===== src/rtl/mmss_bcd_timer_pkg.sv =====
// Shared definitions for the MM:SS BCD timer: FSM state codes, digit limits
// and the load-value clamp helper.
package mmss_pkg;

  typedef logic [1:0] state_t;

  localparam state_t S_IDLE = 2'd0;
  localparam state_t S_RUN  = 2'd1;
  localparam state_t S_DONE = 2'd2;

  localparam logic [3:0] SEC_TENS_MAX = 4'd5;
  localparam logic [3:0] MIN_TENS_MAX = 4'd5;
  localparam logic [3:0] UNIT_MAX     = 4'd9;

  // Digit order matches the 16-bit BCD load/display word.
  typedef struct packed {
    logic [3:0] min_tens;
    logic [3:0] min_unit;
    logic [3:0] sec_tens;
    logic [3:0] sec_unit;
  } mmss_t;

  function automatic logic [3:0] clamp_digit(input logic [3:0] d, input logic [3:0] mx);
    return (d > mx) ? mx : d;
  endfunction

  // Out-of-range digits saturate to the digit's maximum.
  function automatic mmss_t clamp_mmss(input logic [15:0] v);
    mmss_t r;
    r.min_tens = clamp_digit(v[15:12], MIN_TENS_MAX);
    r.min_unit = clamp_digit(v[11:8],  UNIT_MAX);
    r.sec_tens = clamp_digit(v[7:4],   SEC_TENS_MAX);
    r.sec_unit = clamp_digit(v[3:0],   UNIT_MAX);
    return r;
  endfunction

endpackage


===== src/rtl/bcd_digit_counter.sv =====
// One BCD digit, 0..MAX, wrapping up or down when enabled.
// o_carry / o_borrow flag that the digit sits at its wrap point in the
// current direction; the top chains enables with them.
// Down-counting is only built when MMSS_COUNTDOWN_EN is defined.
module bcd_digit_counter
  import mmss_pkg::*;
#(
  parameter logic [3:0] MAX = UNIT_MAX
) (
  input  logic       clk,
  input  logic       rst_n,
  input  logic       i_clr,
  input  logic       i_load,
  input  logic [3:0] i_load_val,
  input  logic       i_en,
  input  logic       i_up,
  output logic [3:0] o_q,
  output logic       o_carry,
  output logic       o_borrow
);

  logic [3:0] r_q;

`ifdef MMSS_COUNTDOWN_EN
  // Digit register: clear > load > step up/down with wrap.
  always_ff @(posedge clk or negedge rst_n) begin
    if (!rst_n)                r_q <= '0;
    else if (i_clr)            r_q <= '0;
    else if (i_load)           r_q <= i_load_val;
    else if (i_en && i_up)     r_q <= (r_q == MAX) ? 4'd0 : r_q + 4'd1;
    else if (i_en)             r_q <= (r_q == 4'd0) ? MAX : r_q - 4'd1;
  end

  assign o_borrow = ~i_up & (r_q == 4'd0);
`else
  // Digit register: clear > load > step up with wrap.
  always_ff @(posedge clk or negedge rst_n) begin
    if (!rst_n)       r_q <= '0;
    else if (i_clr)   r_q <= '0;
    else if (i_load)  r_q <= i_load_val;
    else if (i_en)    r_q <= (r_q == MAX) ? 4'd0 : r_q + 4'd1;
  end

  assign o_borrow = 1'b0;
`endif

  assign o_carry = i_up & (r_q == MAX);
  assign o_q     = r_q;

endmodule


===== src/rtl/mmss_bcd_timer.sv =====
// MM:SS BCD timer feeding the 4-digit display decoder.
// Prescaler divides clk by TICK_DIV; each tick steps the BCD count while
// in RUN. Hitting the terminal value on a tick freezes the count in DONE.
// Optional down-counting is enabled by defining MMSS_COUNTDOWN_EN.
module mmss_bcd_timer
  import mmss_pkg::*;
#(
  parameter int TICK_DIV = 50000000
) (
  input  logic        clk,
  input  logic        rst_n,
  input  logic        start,
  input  logic        stop,
  input  logic        clear,
  input  logic        load,
  input  logic [15:0] load_value,
  input  logic        dir_down,
  output logic [3:0]  second_unit,
  output logic [3:0]  second_tens,
  output logic [3:0]  minute_unit,
  output logic [3:0]  minute_tens,
  output logic        running,
  output logic        done,
  output logic        done_pulse
);

  localparam int PW = (TICK_DIV > 1) ? $clog2(TICK_DIV) : 1;
  localparam logic [PW-1:0] PRE_LAST = PW'(TICK_DIV - 1);

  state_t          r_state;
  state_t          w_nxt;
  logic [PW-1:0]   r_presc;
  logic            r_running;
  logic            r_done;
  logic            r_done_pulse;

  logic            w_run_cyc;
  logic            w_tick;
  logic            w_up;
  logic            w_term;
  logic            w_step;
  mmss_t           w_ld;
  logic [3:0][3:0] w_ld_dig;
  logic [3:0][3:0] w_dig;
  logic [3:0]      w_en;
  logic [3:0]      w_cy;
  logic [3:0]      w_bw;

`ifdef MMSS_COUNTDOWN_EN
  assign w_up = ~dir_down;
`else
  // Up-only build: direction is fixed, dir_down has no effect.
  assign w_up = 1'b1 | dir_down;
`endif

  // A RUN cycle advances the prescaler unless a control request overrides it.
  assign w_run_cyc = (r_state == S_RUN) & ~clear & ~load & ~stop;
  assign w_tick    = w_run_cyc & (r_presc == PRE_LAST);

  // Terminal value: every digit at its wrap point in the current direction.
  assign w_term = &(w_cy | w_bw);
  assign w_step = w_tick & ~w_term;

  assign w_ld     = clamp_mmss(load_value);
  assign w_ld_dig = w_ld;

  // Digit 0 = seconds units ... digit 3 = minutes tens, rippling by carry/borrow.
  assign w_en[0] = w_step;

  for (genvar i = 0; i < 4; i++) begin : g_dig
    localparam logic [3:0] DMAX = (i == 0 || i == 2) ? UNIT_MAX :
                                  (i == 1) ? SEC_TENS_MAX : MIN_TENS_MAX;
    bcd_digit_counter #(.MAX(DMAX)) u_dig (
      .clk        (clk),
      .rst_n      (rst_n),
      .i_clr      (clear),
      .i_load     (load),
      .i_load_val (w_ld_dig[i]),
      .i_en       (w_en[i]),
      .i_up       (w_up),
      .o_q        (w_dig[i]),
      .o_carry    (w_cy[i]),
      .o_borrow   (w_bw[i])
    );
    if (i < 3) begin : g_chain
      assign w_en[i+1] = w_en[i] & (w_cy[i] | w_bw[i]);
    end
  end

  // Next-state: clear/load force IDLE, then stop beats start.
  always_comb begin
    w_nxt = r_state;
    if (clear || load) begin
      w_nxt = S_IDLE;
    end else begin
      case (r_state)
        S_IDLE:  if (start && !stop) w_nxt = S_RUN;
        S_RUN:   if (stop) w_nxt = S_IDLE;
                 else if (w_tick && w_term) w_nxt = S_DONE;
        S_DONE:  w_nxt = S_DONE;
        default: w_nxt = S_IDLE;
      endcase
    end
  end

  // State and registered status flags; done_pulse marks entry into DONE.
  always_ff @(posedge clk or negedge rst_n) begin
    if (!rst_n) begin
      r_state      <= S_IDLE;
      r_running    <= 1'b0;
      r_done       <= 1'b0;
      r_done_pulse <= 1'b0;
    end else begin
      r_state      <= w_nxt;
      r_running    <= (w_nxt == S_RUN);
      r_done       <= (w_nxt == S_DONE);
      r_done_pulse <= (w_nxt == S_DONE) && (r_state != S_DONE);
    end
  end

  // Prescaler: zeroed by clear/load, held while paused so resume keeps the partial tick.
  always_ff @(posedge clk or negedge rst_n) begin
    if (!rst_n)              r_presc <= '0;
    else if (clear || load)  r_presc <= '0;
    else if (w_tick)         r_presc <= '0;
    else if (w_run_cyc)      r_presc <= r_presc + 1'b1;
  end

  assign second_unit = w_dig[0];
  assign second_tens = w_dig[1];
  assign minute_unit = w_dig[2];
  assign minute_tens = w_dig[3];
  assign running     = r_running;
  assign done        = r_done;
  assign done_pulse  = r_done_pulse;

endmodule

===== config.mk =====
export PLATFORM = sky130hd
export DESIGN_NAME = mmss_bcd_timer
export DESIGN_NICKNAME = d
export VERILOG_FILES = /design/src/rtl/mmss_bcd_timer_pkg.sv /design/src/rtl/bcd_digit_counter.sv /design/src/rtl/mmss_bcd_timer.sv
export SDC_FILE = /design/constraint.sdc
export NUM_CORES = 1
export LEC_CHECK = 0
export BUFFER_PORTS_ARGS = -buffer_cell sky130_fd_sc_hd__clkbuf_2
export CAP_MARGIN = 25
export CORE_MARGIN = 2
export CORE_UTILIZATION = 60
export DETAILED_ROUTE_END_ITERATION = 12
export PLACE_DENSITY = 0.83
export REMOVE_ABC_BUFFERS = 1
export SYNTH_ARGS = -nofsm -noshare
export SYNTH_HDL_FRONTEND = slang
export SYNTH_SLANG_ARGS = --single-unit

===== constraint.sdc =====
create_clock -name clk -period 6.1 [get_ports clk]
set_input_delay 0.915 -clock clk [delete_from_list [all_inputs] [get_ports clk]]
set_output_delay 0.915 -clock clk [all_outputs]
set_load 0.01 [all_outputs]

# Word level (Yosys, flattened, before mapping)
# Cells that the tools add are included.
# totals
reg_bits	47
inputBits	23
output_inout_bits	19
word_cells	80
# op_classes
n_addsub	5
n_lt_le_gt_ge	4
eq_ne	10
n_mux	28
n_bitwise	12
n_reduce_logical	12
# op_table
cell	n
2-to-1 mux 4 bit	20
2-to-1 mux 26 bit	3
adder 26 x 1 -> 26 bit, second input constant	1
equality test 26 bit, second input constant	1
adder 4 x 1 -> 4 bit, second input constant	4
nonzero test 3 bit	5
AND 1 bit	8
equality test 4 x 3 -> 1 bit, second input constant	2
equality test 4 bit, second input constant	2
> comparator 4 x 3 -> 1 bit, second input constant	2
> comparator 4 bit, second input constant	2
2-to-1 mux 2 bit	4
case mux 2 bit (3 select lines)	1
equality test 2 x 1 -> 1 bit, second input constant	2
equality test 2 bit, second input constant	2
NOT 1 bit	4
AND reduction 4 bit	1
logical AND 1 bit	3
logical NOT 2 bit	1
inequality test 2 bit, second input constant	1
logical NOT 1 bit	1
logical OR 1 bit	1

# Longest topological paths before layout
# logic_depth
depth_word	12
mapped_depth	8
ltp_nobuf	7

# Cells and area by module
# Synthesis repeated with hierarchy kept, for this count alone.
# unflattened
cells_unflattened	352
area_unflattened_um2	3042.9
# by_module_without_submodules
module	instances	cells_each	area_each_um2	seq_area_each_um2
mmss_bcd_timer	1	232	1989.4	775.7
bcd_digit_counter (g_dig[0].u_dig ...)	2	31	269.0	100.1
bcd_digit_counter (g_dig[1].u_dig ...)	2	29	257.7	100.1

# Worst setup path before layout
# Ideal clock, no wire load.
# synth_timing
path_kind	input-to-reg
startpoint	input stop
endpoint	register g_dig[0].u_dig.r_q[0]
setup_ns	0.142
arrival_time_ns	2.465
required_ns	5.958
path_slack_ns	3.493
path_stages	5
path_buffers	0
path_cell_list	or3b_4 -> or4_4 -> nor4_4 -> mux2i_1 -> a221oi_2
# synth_via
elab_chain_len	5
# synth_rtl
item	line_no	rtl
start: declaration	mmss_bcd_timer.sv:13	input logic stop,
NOT 1 bit	mmss_bcd_timer.sv:57	assign w_run_cyc = (r_state == S_RUN) & ~clear & ~load & ~stop;
AND 1 bit	mmss_bcd_timer.sv:57	
AND 1 bit	mmss_bcd_timer.sv:58	assign w_tick = w_run_cyc & (r_presc == PRE_LAST);
AND 1 bit	mmss_bcd_timer.sv:62	assign w_step = w_tick & ~w_term;
nonzero test 3 bit (no line)	--	
end signal: assignment	bcd_digit_counter.sv:40	else if (i_load) r_q <= i_load_val;
end signal: assignment	bcd_digit_counter.sv:41	else if (i_en) r_q <= (r_q == MAX) ? 4'd0 : r_q + 4'd1;
end: declaration	bcd_digit_counter.sv:22	logic [3:0] r_q;
# Every way passes these cells.
# A chain may end at the register's enable or synchronous reset.

# Final worst setup path
# layout_timing
startpoint	input clear
endpoint	register g_dig[0].u_dig.r_q[3]
# layout_via
elab_chain_len	7
elab_cells_between_ends	8
classes_between	mux: 1; bitwise: 6; reduce/logical: 1
# layout_rtl
item	line_no	rtl
start: declaration	mmss_bcd_timer.sv:14	input logic clear,
NOT 1 bit	mmss_bcd_timer.sv:57	
AND 1 bit (3 in series)	mmss_bcd_timer.sv:57	
AND 1 bit	mmss_bcd_timer.sv:58	
AND 1 bit	mmss_bcd_timer.sv:62	
nonzero test 3 bit (no line)	--	
# Parallel ways exist; a longest one is shown, timed or not.

==> impl_metrics.env <==
export IMPL_drv_cap=0
export IMPL_min_path_type="reg -> reg"
export IMPL_yosysSeqAreaShare=0.411
export IMPL_place_hpwl_um=4590
export IMPL_worstSetupEndpointType="flop"
export IMPL_die_h_um=73.1
export IMPL_cts_resized=0
export IMPL_multi_input_area_um2=1600
export IMPL_p_total_uw=588
export IMPL_placed_cells=398
export IMPL_cp_arrival_ns=3.21
export IMPL_row_count=25
export IMPL_tightest_slew_ns=1.03
export IMPL_rsz0062_at_grt="false"
export IMPL_hold_slack_ns=0.520
export IMPL_slowest_delay_ns=0.69
export IMPL_synth_fa_ha_area_frac=0.0393
export IMPL_synth_cells=313
export IMPL_peakVddDrop_mv=0.0971
export IMPL_setup_ws_ns=3.08
export IMPL_cts_made_buffers=5
export IMPL_path_cells="clkbuf_2 > nor2_1 > and4_1 > nand3_1 > o31a_1 > a221oi_1"
export IMPL_wl_per_cell_um=15.9
export IMPL_synth_cell_types=61
export IMPL_yosys_register_bits=47
export IMPL_setup_viol=0
export IMPL_p_leak_nw=1.37
export IMPL_fin_setup_tns_ns=0
export IMPL_synth_common_cells="dfrtp_1, nor2_1, nand2_1, nor4_1"
export IMPL_yosys_area_share_simple=0.295
export IMPL_p_per_area_nw_per_um2=184
export IMPL_synth_area_leaders="dfrtp_1, nor2_1, xnor2_1, ha_1, nand2_1"
export IMPL_synth_top_family_by_area="simple AND/OR/NAND/NOR gates"
export IMPL_placed_cell_area_um2=3100
export IMPL_clk_latency_ns=0.30
export IMPL_initial_utilization=0.614
export IMPL_ios=42
export IMPL_synth_compound_area_frac=0.157
export IMPL_avgSynthCellArea_um2=9.15
export IMPL_cts_sinks=47
export IMPL_slew_headroom=0.312
export IMPL_cts_tree="done"
export IMPL_grt_pass1_vias=2305
export IMPL_syn2layout_area_growth_pct=11.7
export IMPL_final_core_util=0.686
export IMPL_core_area_um2=4660
export IMPL_cts_root_buf="clkbuf_8"
export IMPL_vias_per_cell=6.32
export IMPL_ant_nets=0
export IMPL_critPathKind="in -> reg"
export IMPL_drc=0
export IMPL_synthXorXnorAreaFrac=0.0520
export IMPL_drive_above_1_share=0.170
export IMPL_cp_num_buf_inv=1
export IMPL_required_ns=6.29
export IMPL_synth_top_area_cell="dfrtp_1"
export IMPL_postCtsHoldBufs=0
export IMPL_htreeDepth=2
export IMPL_synth_area_um2=2860
export IMPL_stdcell_area_um2=3200
export IMPL_timing_fmax_ghz=0.331
export IMPL_path_clk_slew_ns=0.09
export IMPL_dp_slack_ns=2.76
export IMPL_synth_edf_count=0
export IMPL_fp_dieW_um=73.1
export IMPL_status="finished, final reports clean"
export IMPL_clockBufferDepth=2
export IMPL_crit_family="simple AND/OR/NAND/NOR gates"
export IMPL_critPathSlowestCell="nor2_1"
export IMPL_io_buffers=40
export IMPL_grt_max_degree=48
export IMPL_period_share=0.495
export IMPL_fin_skew_ns=0.00650
export IMPL_async_flop_share=1.00
export IMPL_gr_usage_all_layers=0.254
export IMPL_synth_top_area_frac=0.411
export IMPL_worstPathMaxFanout=14
export IMPL_start_kind="primary input"
export IMPL_grt_ovfl_total=0
export IMPL_fin_cells=406
export IMPL_final_nets=383
export IMPL_nFillCells=373
export IMPL_finalHoldViolCount=0
export IMPL_grt_pass1_wl_um=10700
export IMPL_drt_initial_drc_count=236
export IMPL_antenna_found_initial=0
export IMPL_dr_pass1_iters=4
export IMPL_yosys_warnings=0
export IMPL_ff_latch_area_um2=1180
export IMPL_wl_um=6450
export IMPL_cts_setup_buffers=0
export IMPL_slew_violations=0
export IMPL_diodes=0
export IMPL_synth_most_common_cell="dfrtp_1"
export IMPL_synth_top_flop_cell="dfrtp_1"
export IMPL_period_minus_slack_ns=3.02
export IMPL_synth_mux_area_frac=0.0144
export IMPL_place_gp_congestion=0.944
export IMPL_num_vias=2564
export IMPL_design_die_area_um2=5340
==> logic make-up (layout without fill, tap and decap cells) <==
kind of cell	Yosys count	count (layout)
multiplexers	4	4
XOR/XNOR	17	17
flip-flops	47	47
adder cells (fa/ha/maj)	9	9
AO/OA/AOI/OAI	61	61
buffers and inverters	24	63
AND/OR/NAND/NOR	151	151
==> registers in the layout, summed over array words and instances, names as in the netlist <==
| name | cells |
|---|---|
| done | 1 |
| done_pulse | 1 |
| g_dig.u_dig.o_q | 16 |
| r_presc | 26 |
| r_state | 2 |
| running | 1 |
==> metal layers <==
layer	global-route usage	vias up	wire length, um
li1	-	1242	-
met1	0.344	1231	2980
met2	0.404	87	3130
met3	0.0497	4	308
met4	0.0905	0	34
met5	0	-	0
==> final timing paths <==
| kind | from | end | slack [ns] | cells after the start |
|---|---|---|---|---|
| worst max-delay path | clear | g_dig[0].u_dig.o_q[3] | 3.08 | 6 |
| worst min-delay path | r_presc[22] | r_presc[22] | 0.52 | 1 |
| worst max register to register | r_presc[0] | g_dig[0].u_dig.o_q[3] | 3.60 | 6 |
| worst min register to register | r_presc[22] | r_presc[22] | 0.52 | 1 |
| max in group asynchronous | rst_n | r_presc[8] | 5.00 | 2 |
| min in group asynchronous | rst_n | g_dig[0].u_dig.o_q[0] | 0.69 | 2 |
==> cell usage in the layout (no fill, tap or decap), drive strengths merged, types with 2 or more instances in the layout <==
master	Yosys	routed
buf	2	2
nor4b	2	2
nor3	11	11
and4	4	4
inv	13	13
o2111ai	2	2
or4	3	3
or3	3	3
a22o	2	2
o21a	3	3
and3	4	4
o32ai	2	2
nor2	37	37
a311oi	3	3
xor2	4	4
o21ai	9	9
a211o	3	3
nand2	28	28
nand2b	2	2
a21oi	11	11
nand3b	4	4
clkbuf	9	47
dfrtp	47	47
a221oi	3	3
nand4	10	10
nor4	17	17
xnor2	13	13
nor2b	2	2
ha	9	9
mux2i	3	3
nand3	13	13
and3b	5	5
nor3b	3	3
a31oi	8	8
==> final cells by class <==
type,instances,area share
well taps,54,0.0211
multi-input cells,242,0.499
clock buffers,7,0.0270
clock inverters,1,0.00274
inverters,13,0.0153
repair buffers,42,0.0673
flip-flops and latches,47,0.368
==> power by group <==
part           internal, mW  switching [mW]  leakage (nW)
Clock                0.0930           0.105        0.0484
Combinational        0.0237          0.0403         0.674
Sequential            0.318         0.00919         0.645
Power figures use the tool's default switching activity.
